`config.mk`:
```
export PLATFORM = sky130hd
export DESIGN_NAME = adder_cla_pipe
export DESIGN_NICKNAME = d
export VERILOG_FILES = /design/src/rtl/adder_cla_pipe.sv
export SDC_FILE = /design/constraint.sdc
export NUM_CORES = 1
export LEC_CHECK = 0
export ABC_AREA = 1
export BUFFER_PORTS_ARGS = -buffer_cell sky130_fd_sc_hd__buf_4
export CORE_AREA = 2 2 105 107
export CTS_CLUSTER_DIAMETER = 150
export CTS_CLUSTER_SIZE = 14
export DETAILED_ROUTE_END_ITERATION = 8
export DIE_AREA = 0 0 107 109
export PLACE_DENSITY = 0.73
export REMOVE_ABC_BUFFERS = 1
export SLEW_MARGIN = 30
export SYNTH_ARGS = -nofsm -noshare
export SYNTH_HDL_FRONTEND = slang
export SYNTH_SLANG_ARGS = --single-unit
```
`constraint.sdc`:
```
create_clock -name clk -period 5.8 [get_ports clk]
set_input_delay 0.58 -clock clk [delete_from_list [all_inputs] [get_ports clk]]
set_output_delay 0.58 -clock clk [all_outputs]
set_load 0.03 [all_outputs]
```
`src/rtl/adder_cla_pipe.sv`:
```
// Pipelined carry-lookahead adder/subtractor. The operand is split into STAGES
// segments of 4-bit CLA groups, and the carry is registered between segments.
module adder_cla_pipe #(
    parameter int WIDTH  = 32,
    parameter int STAGES = 2
) (
    input  logic             clk,
    input  logic             rst,
    input  logic             in_valid,
    output logic             in_ready,
    input  logic [0:WIDTH-1] a,
    input  logic [0:WIDTH-1] b,
    input  logic             c_in,
    input  logic             sub,
    output logic             out_valid,
    input  logic             out_ready,
    output logic [0:WIDTH-1] s,
    output logic             c_out,
    output logic             ovf,
    output logic             zero
);

    localparam int SEG  = WIDTH / STAGES;
    localparam int NGRP = SEG / 4;
    localparam int LAST = STAGES - 1;

    typedef struct packed {
        logic             cout;
        logic             cmsb;
        logic [SEG-1:0]   sum;
    } seg_res_t;

    // Both group and bit carries are built as flat sum-of-products terms, so
    // there is no carry chain across groups inside a segment.
    function automatic seg_res_t cla_seg(input logic [SEG-1:0] x,
                                         input logic [SEG-1:0] y,
                                         input logic           ci);
        seg_res_t        r;
        logic [SEG-1:0]  g;
        logic [SEG-1:0]  p;
        logic [SEG-1:0]  c;
        logic [NGRP-1:0] gg;
        logic [NGRP-1:0] gp;
        logic [NGRP:0]   gc;
        logic            pp;
        int              base;
        g = x & y;
        p = x ^ y;
        for (int j = 0; j < NGRP; j++) begin
            gg[j] = 1'b0;
            pp    = 1'b1;
            for (int u = 3; u >= 0; u--) begin
                gg[j] = gg[j] | (pp & g[4*j+u]);
                pp    = pp & p[4*j+u];
            end
            gp[j] = pp;
        end
        gc    = '0;
        gc[0] = ci;
        for (int j = 1; j <= NGRP; j++) begin
            pp = 1'b1;
            for (int i = j - 1; i >= 0; i--) begin
                gc[j] = gc[j] | (pp & gg[i]);
                pp    = pp & gp[i];
            end
            gc[j] = gc[j] | (pp & ci);
        end
        for (int i = 0; i < SEG; i++) begin
            base = (i / 4) * 4;
            c[i] = 1'b0;
            pp   = 1'b1;
            for (int u = i - 1; u >= base; u--) begin
                c[i] = c[i] | (pp & g[u]);
                pp   = pp & p[u];
            end
            c[i] = c[i] | (pp & gc[i/4]);
        end
        r.sum  = p ^ c;
        r.cmsb = c[SEG-1];
        r.cout = gc[NGRP];
        return r;
    endfunction

    logic [WIDTH-1:0] a_n;
    logic [WIDTH-1:0] b_n;

    logic             stg_v [STAGES];
    logic             stg_c [STAGES];
    logic [WIDTH-1:0] stg_a [STAGES];
    logic [WIDTH-1:0] stg_b [STAGES];
    logic [WIDTH-1:0] stg_s [STAGES];

    seg_res_t         seg_r [STAGES];
    logic [WIDTH-1:0] nxt_a [STAGES];
    logic [WIDTH-1:0] nxt_b [STAGES];
    logic [WIDTH-1:0] nxt_s [STAGES];

    logic             v_q [STAGES];
    logic             c_q [STAGES];
    logic [WIDTH-1:0] a_q [STAGES];
    logic [WIDTH-1:0] b_q [STAGES];
    logic [WIDTH-1:0] s_q [STAGES];
    logic             ovf_q;
    logic             zero_q;

    assign a_n = a;
    assign b_n = b ^ {WIDTH{sub}};

    // Operands shift down one segment per stage so the active segment is always
    // at the bottom; sum segments enter at the top and reach their place at the end.
    always_comb begin
        stg_v[0] = in_valid;
        stg_c[0] = c_in;
        stg_a[0] = a_n;
        stg_b[0] = b_n;
        stg_s[0] = '0;
        for (int k = 1; k < STAGES; k++) begin
            stg_v[k] = v_q[k-1];
            stg_c[k] = c_q[k-1];
            stg_a[k] = a_q[k-1];
            stg_b[k] = b_q[k-1];
            stg_s[k] = s_q[k-1];
        end
    end

    always_comb begin
        for (int k = 0; k < STAGES; k++) begin
            seg_r[k] = cla_seg(stg_a[k][SEG-1:0], stg_b[k][SEG-1:0], stg_c[k]);
            nxt_a[k] = stg_a[k] >> SEG;
            nxt_b[k] = stg_b[k] >> SEG;
            nxt_s[k] = (stg_s[k] >> SEG) | (WIDTH'(seg_r[k].sum) << (WIDTH - SEG));
        end
    end

    assign in_ready = ~v_q[LAST] | out_ready;

    always_ff @(posedge clk) begin
        if (!rst) begin
            for (int k = 0; k < STAGES; k++) begin
                v_q[k] <= 1'b0;
                c_q[k] <= 1'b0;
                a_q[k] <= '0;
                b_q[k] <= '0;
                s_q[k] <= '0;
            end
            ovf_q  <= 1'b0;
            zero_q <= 1'b0;
        end else if (in_ready) begin
            for (int k = 0; k < STAGES; k++) begin
                v_q[k] <= stg_v[k];
                if (stg_v[k]) begin
                    c_q[k] <= seg_r[k].cout;
                    a_q[k] <= nxt_a[k];
                    b_q[k] <= nxt_b[k];
                    s_q[k] <= nxt_s[k];
                end
            end
            if (stg_v[LAST]) begin
                ovf_q  <= seg_r[LAST].cout ^ seg_r[LAST].cmsb;
                zero_q <= ~|nxt_s[LAST];
            end
        end
    end

    // The last stage has no further segments to feed its operand registers into.
    logic unused_tail;
    assign unused_tail = ^{a_q[LAST], b_q[LAST]};

    assign out_valid = v_q[LAST];
    assign s         = s_q[LAST];
    assign c_out     = c_q[LAST];
    assign ovf       = ovf_q;
    assign zero      = zero_q;

endmodule

```
# [Word-level counts from Yosys, hierarchy flattened]
# Memory sizes are Yosys's and may differ from the RTL's.
# Index checks and enable logic that the tools add are counted.
[word_totals] reg_bits=2 mem_bits_rw=132 in_bits=70 wordCells=297 n_memories=5
[memory_table] name="s_q" depth=2 word_bits=32 rd=2 rd_ports_with_merged_regs=0 write_ports=2 line="102" rtl="logic [WIDTH-1:0] s_q [STAGES];"
[memory_table] name="a_q" depth=2 word_bits=16 rd=1 rd_ports_with_merged_regs=0 write_ports=2 line="100" rtl="logic [WIDTH-1:0] a_q [STAGES];"
[memory_table] name="b_q" depth=2 word_bits=16 rd=1 rd_ports_with_merged_regs=0 write_ports=2 line="101" rtl="logic [WIDTH-1:0] b_q [STAGES];"
[memory_table] name="c_q" depth=2 word_bits=1 rd=2 rd_ports_with_merged_regs=0 write_ports=2 line="99" rtl="logic c_q [STAGES];"
[memory_table] name="v_q" depth=2 word_bits=1 rd=2 rd_ports_with_merged_regs=0 write_ports=2 line="98" rtl="logic v_q [STAGES];"
[classes] mux=22 bitwise=265 reduce_logical=3
[ops] operator="$and A1 B1 Y1" count=152
[ops] operator="$or A1 B1 Y1" count=103
[ops] operator="$mux W16" count=4
[ops] operator="$mux W32" count=2
[ops] operator="$xor A16 B16 Y16" count=4
[ops] operator="$and A16 B16 Y16" count=2
[ops] operator="$or A16 B32 Y32" count=1
[ops] operator="$reduce_or A32 Y1" count=1
[ops] operator="$xor A32 B32 Y32" count=1
[ops] operator="$mux W1" count=16
[ops] operator="$reduce_and A2 Y1" count=1
[ops] operator="$logic_not A1 Y1" count=1
[ops] operator="$not A1 Y1" count=1
[ops] operator="$xor A1 B1 Y1" count=1

# [Logic depth before layout (Yosys ltp)]
# Gate-level depths: netlist (run 1).
# An unclocked memory read counts as a cell.
[logic_depth] ltp_word=16 depth_mapped=23 ltp_nobuf=23

# [Least setup slack after synthesis (run 1)]
# OpenSTA, ideal clock, no wires.
[synth_path] path_type="input port to flip-flop" start="input out_ready" end="memory a_q[0][0] in the netlist's numbering (enable)" setup_time_ns=0.523 t_arrival_ns=4.460 required_time_ns=5.277 setup_slack_ns=0.817 path_stages=4 path_cell_list="inv_1 nand2_1 inv_1 o21ai_0"
[synth_lines] element="start, declared" line="16" rtl="input logic out_ready,"
[synth_lines] element="end, declared" line="100"

# [Worst setup path in the final report (run 1)]
[layout_path] start="memory a_q[0][6] in the netlist's numbering" end="register zero_q (netlist: zero)"
[layout_via] elab_chain_cells=16 word_cells_on_any_way=49
[layout_rtl] element="$mem_v2 Z2 W16 *"
[layout_rtl] element="$and A16 B16 Y16 / $xor A16 B16 Y16 (equally long branches)" line="47, 48"
[layout_rtl] element="$and A1 B1 Y1 (on tied branches)" line="53, 54"
[layout_rtl] element="$or A1 B1 Y1, or another cell as far along" line="53" rtl="gg[j] = gg[j] | (pp & g[4*j+u]);"
[layout_rtl] element="$or A1 B1 Y1 / $and A1 B1 Y1 (equally long branches)" line="53"
[layout_rtl] element="$or A1 B1 Y1" line="53"
[layout_rtl] element="$and A1 B1 Y1" line="63" rtl="gc[j] = gc[j] | (pp & gg[i]);"
[layout_rtl] element="$or A1 B1 Y1 (2 in a row)" line="63"
[layout_rtl] element="$or A1 B1 Y1" line="66" rtl="gc[j] = gc[j] | (pp & ci);"
[layout_rtl] element="$and A1 B1 Y1" line="76" rtl="c[i] = c[i] | (pp & gc[i/4]);"
[layout_rtl] element="$or A1 B1 Y1" line="76"
[layout_rtl] element="$xor A16 B16 Y16 *" line="78" rtl="r.sum = p ^ c;"
[layout_rtl] element="$or A16 B32 Y32 *" line="131" rtl="nxt_s[k] = (stg_s[k] >> SEG) | (WIDTH'(seg_r[k].sum) << (WIDTH - SEG));"
[layout_rtl] element="$reduce_or A32 Y1 *" line="160" rtl="zero_q <= ~|nxt_s[LAST];"
[layout_rtl] element="$logic_not A1 Y1 *" line="160"
[layout_rtl] element="end signal, assigned" line="160"
[layout_rtl] element="end, declared" line="104" rtl="logic zero_q;"
# Every way passes the cells marked *; elsewhere a longest branch is shown, timed or not.
# A chain may end at the register's enable or synchronous reset.

==> key figures, run 1 <==
Cells and area
  – Nets@finish: 785
  – Area Growth Syn to Fin: 22.8%
  – # diodes: 0
  – Layout cell share with drive strength beyond 1: 20.9%
  – Final core utilization: 60.1%
  – Post-route cell area: 6370 sq um

Critical path
  – R2R cell count: 23
  – WS Path Type: register to register
  – Critical R2R Launch: a_q[0][6]$_SDFFCE_PN0P_
  – Beginning of the critical path: a_q[0][6]$_SDFFCE_PN0P_
  – Reg-to-Reg End: zero$_SDFFE_PN0P_
  – Worst R2R Setup Slack: 2.73 ns
  – Worst setup EP type: register
  – Worst path arrival time: 3.38 ns
  – Req. time, crit path: 6.11 ns
  – Max FO, Critical Path: 5
  – Startpoint Class: register

Timing
  – RSZ-0062 raised after global routing: no
  – Final worst-path cycle share: 52.9%
  – Fmax: 326 MHz
  – Final hold violation count: 0
  – Setup TNS: 0 ns
  – Final Max Tran Viols: 0
  – Worst slew pin tran: 0.639 ns
  – Finish-stage setup viols: 0
  – Worst slew margin: 57.4%
  – Final period demand of the worst path: 3.07 ns
  – Worst hold slack: 0.477 ns
  – Worst clock skew: 0.00806 ns

Clock network
  – Root Driver: clkbuf_8
  – Post-CTS Hold Buffers: 0
  – Post_cts resized: 0
  – H-tree levels: 3
  – Clock Latency Late Sink: 0.36 ns
  – Post-CTS setup buffers: 0
  – CTS Buf Count: 9
  – Maximum clock insertion buffer count: 2
  – Sink Count: 86
  – TritonCTS clock tree: done
  – Clock-pin slew on the worst setup and hold paths: 0.08 ns

Yosys
  – Commonest cells post-synth: nor2_1 (111), inv_1 (99), nand2_1 (85), edfxtp_1 (84), ha_1 (32)
  – Adder-cell area share of the yosys netlist: 10.8%
  – Synth top area share: 48.6%
  – Distinct cell type count after synthesis: 29
  – Seq cells post-synth: 86
  – Area leader, netlist: edfxtp_1
  – Ys async rst share: 0%
  – Ys Warns: 0
  – Compound-Gate Fraction of Synth Area: 3.33%
  – Post-synthesis xor/xnor area fraction: 6.59%
  – Post-Syn Area: 5190 sq um
  – Synth Flop Type: edfxtp_1
  – Multiplexer area fraction after synthesis: 0%
  – Simple-gate portion of the synthesized area: 21.4%
  – Synth area leaders: edfxtp_1 (49%), nor2_1 (8.0%), ha_1 (7.7%)
  – Largest family of logic cells by synthesized area: simple AND/OR/NAND/NOR gates
  – Mapped Avg Cell Area: 9.15 sq um
  – Most common cell in the synthesized netlist: nor2_1
  – Sequential area share after synthesis: 49.4%
  – Synthesized instance count: 567
  – Number of flops mapped to enable cells by yosys: 84

GRT
  – Global-route wire length before repair: 16800 microns
  – Total GRT Usage: 18.7%
  – Total grt overflow: 0
  – Largest net degree at the start of global routing: 50
  – Vias in the first global route: 3816
  – Initial antenna violation count: 0

Routing
  – Final ANT Viol Nets: 0
  – DRC Markers: 0
  – Final wirelength: 10400 microns
  – Vias per std cell: 4.81
  – Drt first pass iters: 4
  – 1st-iter DRT viols: 147
  – Wire per inst: 12.7 microns
  – Vias: 3945

Pwr
  – Reg power frac: 45.7%
  – VDD IR max: 121 uV
  – Comb power frac: 28.6%
  – Internal power: 0.00120 W
  – Clock power share: 25.7%
  – Pwr Total: 0.00174 W
  – Psw: 0.000536 W
  – Switching share of power: 30.9%
  – Leak: 3.10 nW
  – Power Dens Cells: 273 nW/um^2

Die
  – Die height: 109 microns
  – Die W: 107 microns
  – # rows: 38
  – Core area: 10600 sq um
  – Initial Utilization: 48.9%
  – Io pins: 107
  – Die ar.: 11700 sq um

Hold path
  – Hold path start: zero$_SDFFE_PN0P_
  – Hold Crit Class: register to register
  – Hold Path Stages: 2
  – Worst Hold End: zero$_SDFFE_PN0P_

Placed design
  – DP HPWL: 7710 microns
  – Gp weighted congestion: 0.906
  – DP Area: 6140 sq um
  – I/O Buffers: 106

Run
  – Maxcap violations: 0

Run status
  – Status: finished clean
-- worst max-delay path by stage --
| stage | cells after the start | end | slack (ns) |
|---|---|---|---|
| 2_1_floorplan | 4 | a_q[0][0]$_SDFFCE_PN0P_ | 0.82 |
| 3_3_place_gp | 13 | s_q[0][29]$_SDFFCE_PN0P_ | 2.71 |
| 3_5_place_dp | 15 | s_q[0][25]$_SDFFCE_PN0P_ | 2.56 |
| 4_1_cts | 23 | zero$_SDFFE_PN0P_ | 2.71 |
| 5_1_grt | 23 | zero$_SDFFE_PN0P_ | 2.36 |
| 6_report | 23 | zero$_SDFFE_PN0P_ | 2.73 |
-- worst max-delay path, stage by stage, from the launching register on --
cell      delay [ns]
edfxtp_1        0.39
ha_1            0.36
nand2_1         0.11
inv_2           0.08
nand3_2         0.09
inv_1           0.09
nand3_1         0.08
nand3_2         0.12
inv_1           0.06
fa_1            0.50
nand2_1         0.05
inv_1           0.04
nand2_1         0.06
nor2_1          0.09
nand2_1         0.06
nor2_1          0.08
nand3_1         0.07
nor2_1          0.10
nand2_1         0.05
nor2_1          0.18
nand2_1         0.07
nor2_1          0.12
nand3_1         0.09
nand2_1         0.06
-- layout by cell type (no fill, tap or decap), types with 2 or more instances in the layout --
cell type	instances
a21oi_1	22
a31oi_1	3
buf_4	109
bufinv_16	2
clkbuf_1	2
clkbuf_8	9
clkinv_2	2
dfxtp_1	2
edfxtp_1	84
fa_1	8
ha_1	32
inv_1	99
inv_2	2
nand2_1	85
nand2_2	7
nand3_1	29
nand3_2	3
nand3b_1	5
nand4_1	10
nor2_1	110
nor2_4	2
o21ai_0	3
o21bai_1	2
xnor2_1	22
xor2_1	17
-- state kept, by name, indices dropped and copies added, names as in the netlist --
register / flops
s_q: 48
a_q: 16
b_q: 16
c_q: 2
v_q: 2
ovf: 1
zero: 1
-- power by group through the flow --
stage          Clock (W)  Combinational [W]  Sequential (W)
2_1_floorplan          0           0.000274        0.000865
3_3_place_gp           0           0.000476        0.000806
3_5_place_dp           0           0.000492        0.000809
4_1_cts         0.000452           0.000495        0.000794
5_1_grt         0.000473           0.000555        0.000801
6_report        0.000446           0.000497        0.000793
-- cell families (layout without fill, tap and decap cells) --
group           count (synthesis)  in the layout
simple gates                  256            256
buf+inv                       114            227
xor+xnor                       39             39
flops                          86             86
compound gates                 32             32
fa+ha+maj                      40             40
-- metrics by stage --
step | cells | setup WS [ns]
2_1_floorplan | 554 | 0.817
3_3_place_gp | 803 | 2.71
3_5_place_dp | 803 | 2.56
4_1_cts | 819 | 2.71
5_1_grt | 820 | 2.36
6_report | 820 | 2.73
-- layout make-up --
type	count	area (sq um)
Tap cell	140	175
Clock buffer	11	131
Multi-Input combinational cell	367	2200
Clock inverter	5	73.8
Sequential cell	86	2560
Inverter	101	379
Fill cell	911	4230
Timing Repair Buffer	110	846
-- routing by layer --
layer	track usage, %	share of wire [%]	vias up
met5	0	0	-
met4	7.51	2.0	0
met3	4.48	5.7	15
met2	33.5	51	97
met1	21.6	42	1803
li1	-	-	2030
No activity file was read; power rests on OpenSTA's default activity.
==> run 2, diff against run 1 <==
--- a/config.mk
+++ b/config.mk
@@ -5,14 +5,14 @@
 export SDC_FILE = /design/constraint.sdc
 export NUM_CORES = 1
 export LEC_CHECK = 0
-export ABC_AREA = 1
+export ABC_AREA = 0
 export BUFFER_PORTS_ARGS = -buffer_cell sky130_fd_sc_hd__buf_4
-export CORE_AREA = 2 2 105 107
+export CORE_AREA = 2 2 101 103
 export CTS_CLUSTER_DIAMETER = 150
 export CTS_CLUSTER_SIZE = 14
 export DETAILED_ROUTE_END_ITERATION = 8
-export DIE_AREA = 0 0 107 109
-export PLACE_DENSITY = 0.73
+export DIE_AREA = 0 0 103 105
+export PLACE_DENSITY = 0.74
 export REMOVE_ABC_BUFFERS = 1
 export SLEW_MARGIN = 30
 export SYNTH_ARGS = -nofsm -noshare
==> constraint.sdc (replaced) <==
create_clock -name clk -period 3.01 [get_ports clk]
set_input_delay 0.301 -clock clk [delete_from_list [all_inputs] [get_ports clk]]
set_output_delay 0.301 -clock clk [all_outputs]
set_load 0.03 [all_outputs]
==> key figures, run 2 <==
Routing
  – Final wirelength: 9690 microns (-6.7%)
  – Drt first pass iters: 5 (+1)
  – Wire per inst: 14.5 microns (+14%)
  – DRC Markers: 0 (unchanged)
  – Vias: 3371 (-15%)
  – 1st-iter DRT viols: 185 (+26%)
  – Final ANT Viol Nets: 0 (unchanged)
  – Vias per std cell: 5.03 (+4.6%)

Yosys
  – Ys async rst share: 0% (unchanged)
  – Seq cells post-synth: 86 (unchanged)
  – Mapped Avg Cell Area: 11.9 sq um (+30%)
  – Ys Warns: 0 (unchanged)
  – Commonest cells post-synth: edfxtp_1 (84), nor2_1 (50), nor2b_1 (37), ha_1 (32), xor2_1 (28)
  – Synth area leaders: edfxtp_1 (53%), ha_1 (8.4%), xor2_1 (5.1%)
  – Synthesized instance count: 403 (-29%)
  – Synth Flop Type: edfxtp_1
  – Post-Syn Area: 4790 sq um (-7.6%)
  – Area leader, netlist: edfxtp_1
  – Distinct cell type count after synthesis: 51 (+76%)
  – Sequential area share after synthesis: 53.5% (+4.1 points)
  – Synth top area share: 52.6% (+4.0 points)
  – Most common cell in the synthesized netlist: edfxtp_1
  – Number of flops mapped to enable cells by yosys: 84 (unchanged)

Clock network
  – TritonCTS clock tree: done
  – Sink Count: 86 (unchanged)
  – Root Driver: clkbuf_8
  – Post-CTS Hold Buffers: 0 (unchanged)
  – H-tree levels: 3 (unchanged)
  – Maximum clock insertion buffer count: 2 (unchanged)
  – Clock-pin slew on the worst setup and hold paths: 0.09 ns (about the same)
  – CTS Buf Count: 9 (unchanged)
  – Clock Latency Late Sink: 0.35 ns (about the same)

Die
  – Die ar.: 10800 sq um (-7.3%)
  – Die W: 103 microns (-3.7%)
  – Core area: 9640 sq um (-9.1%)
  – Io pins: 107 (unchanged)
  – Die height: 105 microns (-3.7%)
  – Initial Utilization: 49.7% (+0.80 points)
  – # rows: 36 (-5.3%)

Cells and area
  – Layout cell share with drive strength beyond 1: 30.7% (+9.8 points)
  – Biggest register: s_q
  – Max FFs per register: 48 (unchanged)
  – # diodes: 0 (unchanged)
  – Nets@finish: 642 (-18%)
  – Area Growth Syn to Fin: 29.3%
  – Commonest non-fill, non-tap cell in the layout: buf_4
  – Most frequent cells in the layout: buf_4 (129), edfxtp_1 (84), nor2_1 (49), nor2b_1 (37), ha_1 (31)
  – Largest regs: s_q x48, a_q x16, b_q x16

GRT
  – Largest net degree at the start of global routing: 50 (unchanged)
  – Total grt overflow: 0 (unchanged)
  – Vias in the first global route: 3372 (-12%)
  – Initial antenna violation count: 0 (unchanged)
  – Global-route wire length before repair: 15600 microns (-7.3%)
  – Total GRT Usage: 18.8% (+0.078 points)

Timing
  – Final hold violation count: 0 (unchanged)
  – Final Max Tran Viols: 0 (unchanged)
  – Worst hold slack: 0.243 ns (-0.234 ns)
  – Finish-stage setup viols: 1 (+1)
  – Worst slew margin: 54.5% (-2.9 points)
  – Setup TNS: -0.173 ns (-0.173 ns)
  – Final worst-path cycle share: 106% (+53 points)
  – RSZ-0062 raised after global routing: yes
  – Worst clock skew: 0.00725 ns (-0.000808 ns)
  – Final WS setup: -0.173 ns (-2.90 ns)
  – Fmax: 314 MHz (-3.5%)
  – Worst slew pin tran: 0.680 ns (+0.0416 ns)
  – Final period demand of the worst path: 3.18 ns (+0.113 ns)

Pwr
  – Reg power frac: 44.3% (-1.4 points)
  – Psw: 0.000998 W (+86%)
  – Clock power share: 28.5% (+2.8 points)
  – Comb power frac: 27.2% (-1.4 points)
  – Power Dens Cells: 556 nW/um^2 (+100%)
  – VDD IR max: 258 uV (+110%)
  – Internal power: 0.00245 W (+100%)
  – Switching share of power: 29.0% (-1.9 points)
  – Leak: 2.65 nW (-14%)
  – Pwr Total: 0.00345 W (+98%)

Critical path
  – Startpoint Class: register
  – Delay-heaviest family, CP: compound AO/OA/AOI/OAI gates
  – Req. time, crit path: 3.27 ns (-2.84 ns)
  – Max FO, Critical Path: 2 (-3)
  – Worst path arrival time: 3.45 ns (+0.07 ns)
  – WP buf/inv: 0 (-4)
  – Slowest stage delay, CP: 0.55 ns (+0.05 ns)
  – Worst setup EP type: register
  – WS Path Type: register to register
  – CP max stage cell: fa_1
  – Crit path cell chain: ha_1 > a21o_1 > nand4_1 > a211oi_2 > nor2_2 > a21oi_2 > a21oi_2 > fa_1 > and4b_1 > nand4_1 > a2111oi_2 > o21ai_1 > o31ai_1

Hold path
  – Hold Crit Class: input pin to register

Placed design
  – Gp weighted congestion: 0.878 (-3.1%)
  – DP HPWL: 7300 microns (-5.3%)
  – I/O Buffers: 106 (unchanged)

Run
  – Maxcap violations: 0 (unchanged)

Run status
  – Status: finished with violations
  – Violated checks: setup timing
[run 2: cell types whose count changed in the layout (fill, tap and decap cells not counted), moves of 8 or more]
cell / change
a21oi_1: -10
buf_4: +20
inv_1: -80
nand2_1: -72
nand3_1: -22
nand4_1: -8
nor2_1: -61
nor2b_1: +37
xor2_1: +11
[run 2: final cells by class]
class                           instances  area [sq um]
Clock buffer                            9           124
Inverter                               19          71.3
Multi-Input combinational cell        285          2140
Clock inverter                          7           121
Sequential cell                        86          2560
Fill cell                             792          3440
Tap cell                              133           166
Timing Repair Buffer                  131          1010
[run 2: logic make-up after synthesis]
group | share of synthesized area [%]
buffers and inverters | 2.56
AOI/OAI and AO/OA | 8.17
muxes | 0.209
xor gates and xnor gates | 9.50
adders and majority gates | 11.7
and+or+nand+nor | 14.4
DFF | 53.5
[run 2: path summary, 6_finish.rpt]
kind | startpoint | to | slack (ns) | cells after the start
worst min-delay path | a[15] | a_q[0][0]$_SDFFCE_PN0P_ | 0.24 | 2
worst max register to register | b_q[0][0]$_SDFFCE_PN0P_ | zero$_SDFFE_PN0P_ | -0.17 | 13
worst max-delay path | b_q[0][0]$_SDFFCE_PN0P_ | zero$_SDFFE_PN0P_ | -0.17 | 13
worst min register to register | zero$_SDFFE_PN0P_ | zero$_SDFFE_PN0P_ | 0.49 | 2
[run 2: metal layers]
metal / vias up / global-route usage, % / share of wire, %
li1: 1677 / - / -
met1: 1606 / 23.7 / 42
met2: 82 / 33.0 / 53
met3: 6 / 3.21 / 3.8
met4: 0 / 4.79 / 0.83
met5: - / 0 / 0
[run 2: stage by stage]
stage / utilization [%] / worst slack (ns) / std cells / instance area, sq um
2_1_floorplan: - / -0.306 / 390 / 4740
3_3_place_gp: 60.9 / -0.0971 / 647 / 5870
3_5_place_dp: 60.9 / -0.333 / 647 / 5870
4_1_cts: 64.1 / -0.0775 / 668 / 6180
5_1_grt: 64.3 / -0.409 / 670 / 6200
6_report: 64.3 / -0.173 / 670 / 6200
[run 2: timing repair]
| action | in CTS | in global routing |
|---|---|---|
| endpoints found under the setup margin | 1 | 1 |
| buffers inserted | 5 | 2 |
| resized for setup | 7 | 0 |
| pin swaps | 7 | 2 |
[run 2: power by group through the flow]
| stage | sequential, W | clock (W) | combinational (W) |
|---|---|---|---|
| detailed placement | 0.00155 | 0 | 0.000915 |
| CTS | 0.00153 | 0.000987 | 0.000937 |
| floorplan | 0.00166 | 0 | 0.000469 |
| global route | 0.00154 | 0.00104 | 0.00103 |
| finish | 0.00153 | 0.000983 | 0.000936 |
| global placement | 0.00155 | 0 | 0.000893 |
